===== src/rtl/mem_req_pkg.sv =====
// Shared types and default sizes for the memory request unit and its watchdog.
package mem_req_pkg;

   localparam int ADDR_W_DEFAULT  = 32;
   localparam int DATA_W_DEFAULT  = 32;
   localparam int TIMEOUT_DEFAULT = 255;

   typedef enum logic [1:0] {
      IDLE = 2'd0,
      REQ  = 2'd1,
      RESP = 2'd2
   } mem_req_state_e;

   // Watchdog counter is never narrower than 8 bits, wider only if the limit needs it.
   function automatic int wd_cnt_width(input int limit);
      return (limit > 255) ? $clog2(limit + 1) : 8;
   endfunction

endpackage


===== src/rtl/mem_req_watchdog.sv =====
// Cycle watchdog: clears on request start, counts while enabled, flags the cycle whose count reaches LIMIT.
module mem_req_watchdog #(
   parameter int LIMIT = 255,
   parameter int CNT_W = 8
) (
   input  logic clk,
   input  logic rst_n,
   input  logic clr,
   input  logic en,
   output logic expired
);

   localparam logic [CNT_W:0] LIMIT_V = (CNT_W + 1)'(LIMIT);

   logic [CNT_W-1:0] cnt_q, cnt_d;
   logic [CNT_W:0]   cnt_inc;

   assign cnt_inc = {1'b0, cnt_q} + (CNT_W + 1)'(1);

   always_comb begin
      cnt_d = cnt_q;
      if (clr) begin
         cnt_d = '0;
      end else if (en) begin
         cnt_d = cnt_inc[CNT_W-1:0];
      end
   end

   // Flag when the increment about to happen reaches the limit, so the abort lands on that edge.
   assign expired = en && (cnt_inc == LIMIT_V);

   always_ff @(posedge clk or negedge rst_n) begin
      if (!rst_n) begin
         cnt_q <= '0;
      end else begin
         cnt_q <= cnt_d;
      end
   end

endmodule


===== src/rtl/mem_req_unit.sv =====
// Single-outstanding memory request unit between the core memory port and a valid/ready external memory.
// Define MEM_REQ_TIMEOUT_EN to add the request/response watchdog.
//
//   state | meaning
//   IDLE  | waiting for core_req; misaligned requests complete here with an error
//   REQ   | m_valid high, address/data held until m_ready
//   RESP  | read accepted, waiting for m_rvalid
module mem_req_unit
   import mem_req_pkg::*;
#(
   parameter int ADDR_W  = ADDR_W_DEFAULT,
   parameter int DATA_W  = DATA_W_DEFAULT
`ifdef MEM_REQ_TIMEOUT_EN
   ,
   parameter int TIMEOUT = TIMEOUT_DEFAULT
`endif
) (
   input  logic              clk,
   input  logic              reset,
   input  logic              core_req,
   input  logic              core_we,
   input  logic [ADDR_W-1:0] core_addr,
   input  logic [DATA_W-1:0] core_wdata,
   output logic [DATA_W-1:0] core_rdata,
   output logic              core_done,
   output logic              core_err,
   output logic              core_busy,
   output logic              m_valid,
   input  logic              m_ready,
   output logic              m_we,
   output logic [ADDR_W-1:0] m_addr,
   output logic [DATA_W-1:0] m_wdata,
   input  logic              m_rvalid,
   input  logic [DATA_W-1:0] m_rdata
);

   mem_req_state_e state_q, state_d;

   logic              we_q, we_d;
   logic [ADDR_W-1:2] addr_q, addr_d;
   logic [DATA_W-1:0] wdata_q, wdata_d;
   logic [DATA_W-1:0] rdata_q, rdata_d;
   logic              done_q, done_d;
   logic              err_q, err_d;

   logic accept;
   logic misalign;
   logic start;
   logic req_hs;
   logic rd_done;
   logic timeout_hit;
   logic abort;

   assign accept   = (state_q == IDLE) && core_req;
   assign misalign = (core_addr[1:0] != 2'b00);
   assign start    = accept && !misalign;
   assign req_hs   = (state_q == REQ) && m_ready;
   assign rd_done  = (state_q == RESP) && m_rvalid;

`ifdef MEM_REQ_TIMEOUT_EN
   mem_req_watchdog #(
      .LIMIT (TIMEOUT),
      .CNT_W (wd_cnt_width(TIMEOUT))
   ) u_watchdog (
      .clk     (clk),
      .rst_n   (reset),
      .clr     (start),
      .en      (state_q != IDLE),
      .expired (timeout_hit)
   );
`else
   assign timeout_hit = 1'b0;
`endif

   // A handshake or response landing on the expiry cycle still completes normally.
   assign abort = timeout_hit && !req_hs && !rd_done;

   always_ff @(posedge clk or negedge reset) begin
      if (!reset) begin
         state_q <= IDLE;
      end else begin
         state_q <= state_d;
      end
   end

   always_comb begin
      state_d = state_q;
      unique case (state_q)
         IDLE: begin
            if (start) state_d = REQ;
         end
         REQ: begin
            if (req_hs)     state_d = we_q ? IDLE : RESP;
            else if (abort) state_d = IDLE;
         end
         RESP: begin
            if (rd_done || abort) state_d = IDLE;
         end
         default: state_d = IDLE;
      endcase
   end

   always_comb begin
      m_valid   = 1'b0;
      core_busy = 1'b0;
      if (state_q == REQ)  m_valid   = 1'b1;
      if (state_q != IDLE) core_busy = 1'b1;
   end

   always_comb begin
      we_d    = we_q;
      addr_d  = addr_q;
      wdata_d = wdata_q;
      rdata_d = rdata_q;
      if (accept) begin
         we_d    = core_we;
         addr_d  = core_addr[ADDR_W-1:2];
         wdata_d = core_wdata;
      end
      if (rd_done) rdata_d = m_rdata;
      done_d = (accept && misalign) || (req_hs && we_q) || rd_done || abort;
      err_d  = (accept && misalign) || abort;
   end

   always_ff @(posedge clk or negedge reset) begin
      if (!reset) begin
         we_q    <= 1'b0;
         addr_q  <= '0;
         wdata_q <= '0;
         rdata_q <= '0;
         done_q  <= 1'b0;
         err_q   <= 1'b0;
      end else begin
         we_q    <= we_d;
         addr_q  <= addr_d;
         wdata_q <= wdata_d;
         rdata_q <= rdata_d;
         done_q  <= done_d;
         err_q   <= err_d;
      end
   end

   assign m_we       = we_q;
   assign m_addr     = {addr_q, 2'b00};
   assign m_wdata    = wdata_q;
   assign core_rdata = rdata_q;
   assign core_done  = done_q;
   assign core_err   = err_q;

endmodule

===== config.mk =====
export PLATFORM = sky130hd
export DESIGN_NAME = mem_req_unit
export DESIGN_NICKNAME = d
export VERILOG_FILES = /design/src/rtl/mem_req_pkg.sv /design/src/rtl/mem_req_watchdog.sv /design/src/rtl/mem_req_unit.sv
export SDC_FILE = /design/constraint.sdc
export NUM_CORES = 1
export LEC_CHECK = 0
export CAP_MARGIN = 20
export CORE_MARGIN = 2
export CORE_UTILIZATION = 43
export DETAILED_ROUTE_END_ITERATION = 12
export GPL_TIMING_DRIVEN = 0
export PLACE_DENSITY = 0.85
export SYNTH_ARGS = -nofsm -noshare
export SYNTH_HDL_FRONTEND = slang
export SYNTH_SLANG_ARGS = --single-unit
export TNS_END_PERCENT = 100

===== constraint.sdc =====
create_clock -name clk -period 3.65 [get_ports clk]
set_input_delay 0.365 -clock clk [delete_from_list [all_inputs] [get_ports clk]]
set_output_delay 0.365 -clock clk [all_outputs]
set_load 0.01 [all_outputs]

Word level (Yosys, flattened, before mapping)
Cells that the tools add are included.

word-level totals
  flip-flop bits (word level) = 99
  word-level logic and storage cells = 32
  output and inout port bits = 101
  input bits = 102

cells by class
  reductions and logical operators = 13
  multiplexer cells = 7
  eq/ne operators = 5

operators by type and width
  operator                                              number
  two-way mux 2 bit                                     4
  logical AND 1 bit                                     6
  inequality test 2 bit (second input constant)         3
  case mux 2 bit (3 select lines)                       1
  nonzero test 2 bit                                    2
  AND reduction 3 bit                                   1
  equality test 2 x 1 -> 1 bit (second input constant)  1
  equality test 2 bit (second input constant)           1
  logical NOT 2 bit                                     1
  logical OR 1 bit                                      2
  two-way mux 1 bit                                     2
  logical NOT 1 bit                                     1

Depth between registers and ports, before layout
Gate-level depths: netlist (run 1).

  depth in word-level cells = 5
  depth in mapped cells = 4
  gate-level depth less buffers = 3

Worst setup path after synthesis (run 1)
OpenSTA, ideal clock, no wires.

  path type = register to register
  start = register state_q[1]
  end = register addr_q[10] (netlist name)
  arrival time = 1.274 ns
  cell stages (with the launch flop) = 5
  setup slack = 2.250 ns
  setup time = 0.125 ns
  data required time = 3.525 ns
  period minus slack after synthesis = 1.400 ns
  cells stage by stage = dfrtp_1 -> nor3b_2 -> buf_6 -> buf_12 -> mux2_4

on the way
  longest elaborated chain between the ends = 2

ends and longest elaborated chain
  what                    line                 RTL
  start, declared         mem_req_unit.sv:37   mem_req_state_e state_q, state_d;
  start signal, assigned  mem_req_unit.sv:82   state_q <= state_d;
  logical NOT 2 bit       mem_req_unit.sv:54   assign accept = (state_q == IDLE) && core_req;
  logical AND 1 bit       mem_req_unit.sv:54
  end signal, assigned    mem_req_unit.sv:135  addr_q <= addr_d;
  end, declared           mem_req_unit.sv:40   logic [ADDR_W-1:2] addr_q, addr_d;

Every way passes these cells.
A chain may end at the register's enable or synchronous reset.

Final worst setup path (run 1)
  start = register state_q[1]
  end = output port m_valid

on the way
  longest elaborated chain between the ends = 2

ends and longest elaborated chain
  what                          line                 RTL
  equality test 2 x 1 -> 1 bit  mem_req_unit.sv:106  if (state_q == REQ) m_valid = 1'b1;
  two-way mux 1 bit             mem_req_unit.sv:106
  end, declared                 mem_req_unit.sv:28   output logic m_valid,

Every way passes these cells.

==> flow_metrics.tcl, run 1 <==
set metrics [dict create \
    outcome "finished clean" \
    ys_types 20 \
    ys_seq_area_frac 0.612 \
    fin_crit_ps 2020 \
    hp-class "input pin to async pin" \
    wl_per_cell_um 17.1 \
    worstPathRequired_ps 3280 \
    final-instance-count-excl-fill 549 \
    insertion_delay_ps 350 \
    drive_above_1_share 0.285 \
    dpl.cell_count 534 \
    synth_area_um2 4050 \
    cp-start-kind "register" \
    clockRootBuffer "clkbuf_8" \
    synth_edf_count 0 \
    areaGrowthSynthToFinish_pct 58.9 \
    finalInstanceArea_um2 6430 \
    cts_buffers 9 \
    via_per_inst 4.70 \
    fp.dieH_um 101 \
    postRouteAntennaNets 0 \
    track_usage 0.185 \
    final.fill_count 666 \
    grt_pass1_vias 2780 \
    rows 35 \
    synth_ff_type "dfrtp_1" \
    netSwitchingFraction 0.267 \
    p_per_area_nw_per_um2 593 \
    async_reset_ff_frac 1.00 \
    synth_area_leaders "dfrtp_1 61%, mux2_4 22%, mux2_2 9.5%" \
    pwr-share-seq 0.416 \
    initial_utilization 0.440 \
    coreArea_um2 9200 \
    finalCritPeriodShare 0.552 \
    firstDrtPassIters 4 \
    overflow 0 \
    grt_pass1_wl_um 14500 \
    cts_max_level 3 \
    grt_max_degree 71 \
    die-area_um2 10200 \
    cp.arrival_ps 1650 \
    utilization 0.699 \
    clkSlewWorstSetupHoldPaths_ps 100 \
    cap_violations 0 \
    fin_tns_setup_ps 0 \
    synth_area_per_cell_um2 18.3 \
    antenna_found_initial 0 \
    ys_ff_latch 99 \
    peakVddDrop_mv 0.371 \
    nNetsFinal 537 \
    yosys.area.top_type_share 0.612 \
    path_max_fanout 6 \
    p_sw_mw 1.02 \
    hold_viol_final 0 \
    drc 0 \
    setup_viol 0 \
    placed_area_um2 6220 \
    dp_hpwl_um 7020 \
    p_clk_frac 0.193 \
    drv_slew 0 \
    num_io_pins 203 \
    synth.most_common_cell "dfrtp_1" \
    syn_inst 221 \
    die-width_um 101 \
    max_freq_mhz 496 \
    rsz0062_at_grt "false" \
    finalWirelength_um 9410 \
    gp_congestion 0.731 \
    cts-resized-gates 0 \
    multi_input_area_um2 1400 \
    drtIter0Drc 30 \
    seq_area_um2 2480 \
    yosysTopAreaCell "dfrtp_1" \
    vias 2580 \
    yosysWarnings 0 \
    cts.path.max_buffers 2 \
    end_kind "output pin" \
    cts_tree "done" \
    skew_ps 11.2 \
    p_int_mw 2.80 \
    path_class "register to output pin" \
    leakage_nw 2.86 \
    placement.io_buffers 200 \
    synth_common_cells "99 x dfrtp_1, 59 x mux2_4, 34 x mux2_2" \
    num_antenna_cells 0 \
    combinationalPowerShare 0.391 \
    clkSinkCount 99 \
]
[critical path: stages (launching register included)]
cell and delay [ps]:
dfrtp_1 470, nand2b_1 210, inv_1 80, clkdlybuf4s50_1 550
[through the flow]
stage,hold WS (ps),power (mW),setup WS [ps]
2_1_floorplan,69.4,2.23,2250
3_3_place_gp,473,3.07,-1350
3_5_place_dp,318,3.12,1730
4_1_cts,474,3.87,1600
5_1_grt,492,4.02,1540
6_report,481,3.81,1630
[final timing paths]
kind	startpoint	slack, ps	depth (start not counted)	to
setup reg to reg	state_q[1]	2090	4	m_wdata[8]
setup / recovery	state_q[1]	1630	3	m_valid
max in group asynchronous	reset	2490	3	m_we
hold / removal	reset	480	2	core_rdata[8]
hold reg to reg	core_rdata[6]	510	1	core_rdata[6]
min in group clk	core_rdata[6]	510	1	core_rdata[6]
[power groups by stage]
stage | logic, mW | clock network, mW | registers (mW)
2_1_floorplan | 0.477 | 0 | 1.75
6_report | 1.49 | 0.737 | 1.59
3_3_place_gp | 1.48 | 0 | 1.59
5_1_grt | 1.58 | 0.804 | 1.63
4_1_cts | 1.52 | 0.764 | 1.59
3_5_place_dp | 1.51 | 0 | 1.61
[layout make-up]
type                            instances  share of cell area
Sequential cell                        99               0.385
Timing Repair Buffer                  202               0.317
Multi-Input combinational cell        110               0.218
Buffer                                 12              0.0263
Tap cell                              111              0.0216
Clock buffer                            9              0.0193
Clock inverter                          5              0.0125
Inverter                                1            0.000584
[cells by family after synthesis]
logic type,synth area share
AO/OA/AOI/OAI,0.00649
other,0.000927
AND/OR/NAND/NOR,0.0186
buffers and inverters,0.0427
multiplexers,0.319
flip-flops,0.612
[repair_timing]
item | CTS | global route
setup buffers | 0 | 0
hold buffers | 1 | 0
endpoints found under the hold margin | 29 | 0
[sequential cells by signal, indices dropped and copies added, names as in the netlist]
name and count:
core_err 1, state_q 2, addr_q 30, m_wdata 32, core_done 1, m_we 1
core_rdata 32
[routing by layer]
layer / global-route usage / part of all wire
met3: 0.0583 / 0.077
met1: 0.230 / 0.41
met4: 0.0374 / 0.0069
met2: 0.319 / 0.51
met5: 0 / 0
[cells in the final DEF (no fill, tap or decap), types with 3 or more instances in the layout]
| master | synthesis | final |
|---|---|---|
| clkbuf_8 | 0 | 9 |
| buf_12 | 6 | 6 |
| mux2_2 | 34 | 34 |
| dfrtp_1 | 99 | 99 |
| mux2_4 | 59 | 59 |
| clkdlybuf4s50_1 | 0 | 199 |
| buf_4 | 5 | 6 |
| nor2_1 | 3 | 3 |
No activity file was read; power rests on OpenSTA's default activity.
==> inputs of run 2 (changes only) <==
- CORE_UTILIZATION: 43 -> 36
- PLACE_DENSITY: 0.85 -> 0.76
- clock period: 3.65 -> 1.8 ns (I/O delays scaled with it)
==> run 2 against run 1 <==
Global-route usage fell by 2.9 points; core utilization down 11 points; hold slack worse by 110 ps; routed wire length increased by 0.39%; combinational power increased by 100%; clock skew decreased by 6.2 ps; setup slack worse by 1400 ps; die area increased by 19%; final area increased by 0.19%; first-iteration DRC count grew to 4.3 times the previous value; sequential power is 100% higher; critical path type unchanged.
==> flow_metrics.tcl, run 2 (synthesis results as in run 1) <==
set metrics [dict create \
    outcome "finished clean" \
    gp_congestion 0.734 \
    cts.path.max_buffers 2 \
    drc 0 \
    grt_pass1_wl_um 14100 \
    dp_hpwl_um 7160 \
    drtIter0Drc 128 \
    cts_setup_buffers 0 \
    max_freq_mhz 630 \
    finalWirelength_um 9440 \
    hp-class "input pin to async pin" \
    track_usage 0.156 \
    placement.io_buffers 200 \
    nNetsFinal 538 \
    finalPower_mw 7.45 \
    fin_crit_ps 1590 \
    critical-path-slowest-cell "dfrtp_2" \
    placed_area_um2 6280 \
    finalInstanceArea_um2 6440 \
    p_per_area_nw_per_um2 1160 \
    antenna_found_initial 0 \
    worstPathRequired_ps 1620 \
    setup_viol 0 \
    end_kind "output pin" \
    initial_utilization 0.372 \
    rows 38 \
    num_io_pins 203 \
    hold_viol_final 0 \
    cp-start-kind "register" \
    cp_cell_sequence "or2_2, dlygate4sd2_1" \
    grt_pass1_vias 2774 \
    clkSlewWorstSetupHoldPaths_ps 90 \
    seq_area_um2 2480 \
    drive_above_1_share 0.283 \
    r2r-start "state_q[1]" \
    cts_tree "done" \
    cap_violations 0 \
    path_max_fanout 6 \
    finalCritPeriodShare 0.882 \
    overflow 0 \
    critPathMaxStageDelay_ps 460 \
    skew_ps 4.93 \
    clkSinkCount 99 \
    grt_max_degree 51 \
    insertion_delay_ps 350 \
    vias 2614 \
    reg2regPathDepth 4 \
    leakage_nw 2.86 \
    rsz0062_at_grt "false" \
    final_common_cell "clkdlybuf4s50_1" \
    cts_buffers 9 \
    peakVddDrop_mv 0.774 \
    drv_slew 0 \
    via_per_inst 4.50 \
    coreArea_um2 10900 \
    cts_max_level 3 \
    final.fill_count 877 \
    path_class "register to output pin" \
    areaGrowthSynthToFinish_pct 59.2 \
    cp.arrival_ps 1410 \
    timing.rr.end "m_wdata[21]" \
    wl_per_cell_um 16.3 \
    clockRootBuffer "clkbuf_8" \
    r2r_setup_slack_ps 290 \
    multi_input_area_um2 1400 \
    die-area_um2 12100 \
    die-width_um 110 \
    layout_common_cells "197 x clkdlybuf4s50_1, 98 x dfrtp_1, 59 x mux2_4" \
    num_antenna_cells 0 \
    fp.dieH_um 110 \
    firstDrtPassIters 4 \
    postRouteAntennaNets 0 \
]
[run 2: final cells by class]
type                            count  share of cell area
Inverter                            1            0.000583
Tap cell                          140              0.0272
Buffer                             12              0.0262
Sequential cell                    99               0.385
Clock buffer                       13              0.0216
Timing Repair Buffer              203               0.320
Clock inverter                      3             0.00233
Multi-Input combinational cell    110               0.217
[run 2: layer usage]
| metal | up-vias | track usage | part of all wire |
|---|---|---|---|
| met4 | 0 | 0.0705 | 0.020 |
| met1 | 1297 | 0.187 | 0.40 |
| li1 | 1197 | - | - |
| met2 | 107 | 0.261 | 0.51 |
| met5 | - | 0 | 0 |
| met3 | 13 | 0.0417 | 0.075 |
[run 2: critical path, delay by kind of cell (launching register included)]
family / cells / cell delay [ps]
simple gates: 1 / 300
flops: 1 / 460
buf+inv: 1 / 300
[run 2: worst max-delay path by stage]
stage,endpoint,slack [ps],start,cells after the start
2_1_floorplan,addr_q[10],400,state_q[1],4
3_3_place_gp,core_rdata[10],-3040,reset,1
3_5_place_dp,addr_q[21],100,core_req,5
4_1_cts,core_busy,170,state_q[1],2
5_1_grt,m_valid,150,state_q[1],3
6_report,core_busy,210,state_q[1],2
[run 2: stage by stage]
step / util / setup WS (ps) / cells / TNS (ps) / hold slack, ps
6_report: 0.592 / 213 / 581 / 0 / 367
5_1_grt: 0.592 / 151 / 581 / 0 / 390
4_1_cts: 0.592 / 174 / 581 / 0 / 367
3_5_place_dp: 0.577 / 102 / 564 / 0 / 223
3_3_place_gp: 0.572 / -3040 / 562 / -300360 / 477
2_1_floorplan: - / 400 / 222 / 0 / -116
[run 2: timing repair]
| item | in CTS | in global routing |
|---|---|---|
| endpoints found under the setup margin | 2 | 0 |
| hold buffers | 1 | 0 |
| gates resized for setup | 3 | 0 |
| endpoints found under the hold margin | 99 | 0 |
[run 2: report_power, final]
group / internal (mW) / leakage (nW) / switching (mW)
clock network: 0.499 / 0.0812 / 0.703
logic: 2.04 / 1.60 / 0.996
registers: 2.87 / 1.18 / 0.347
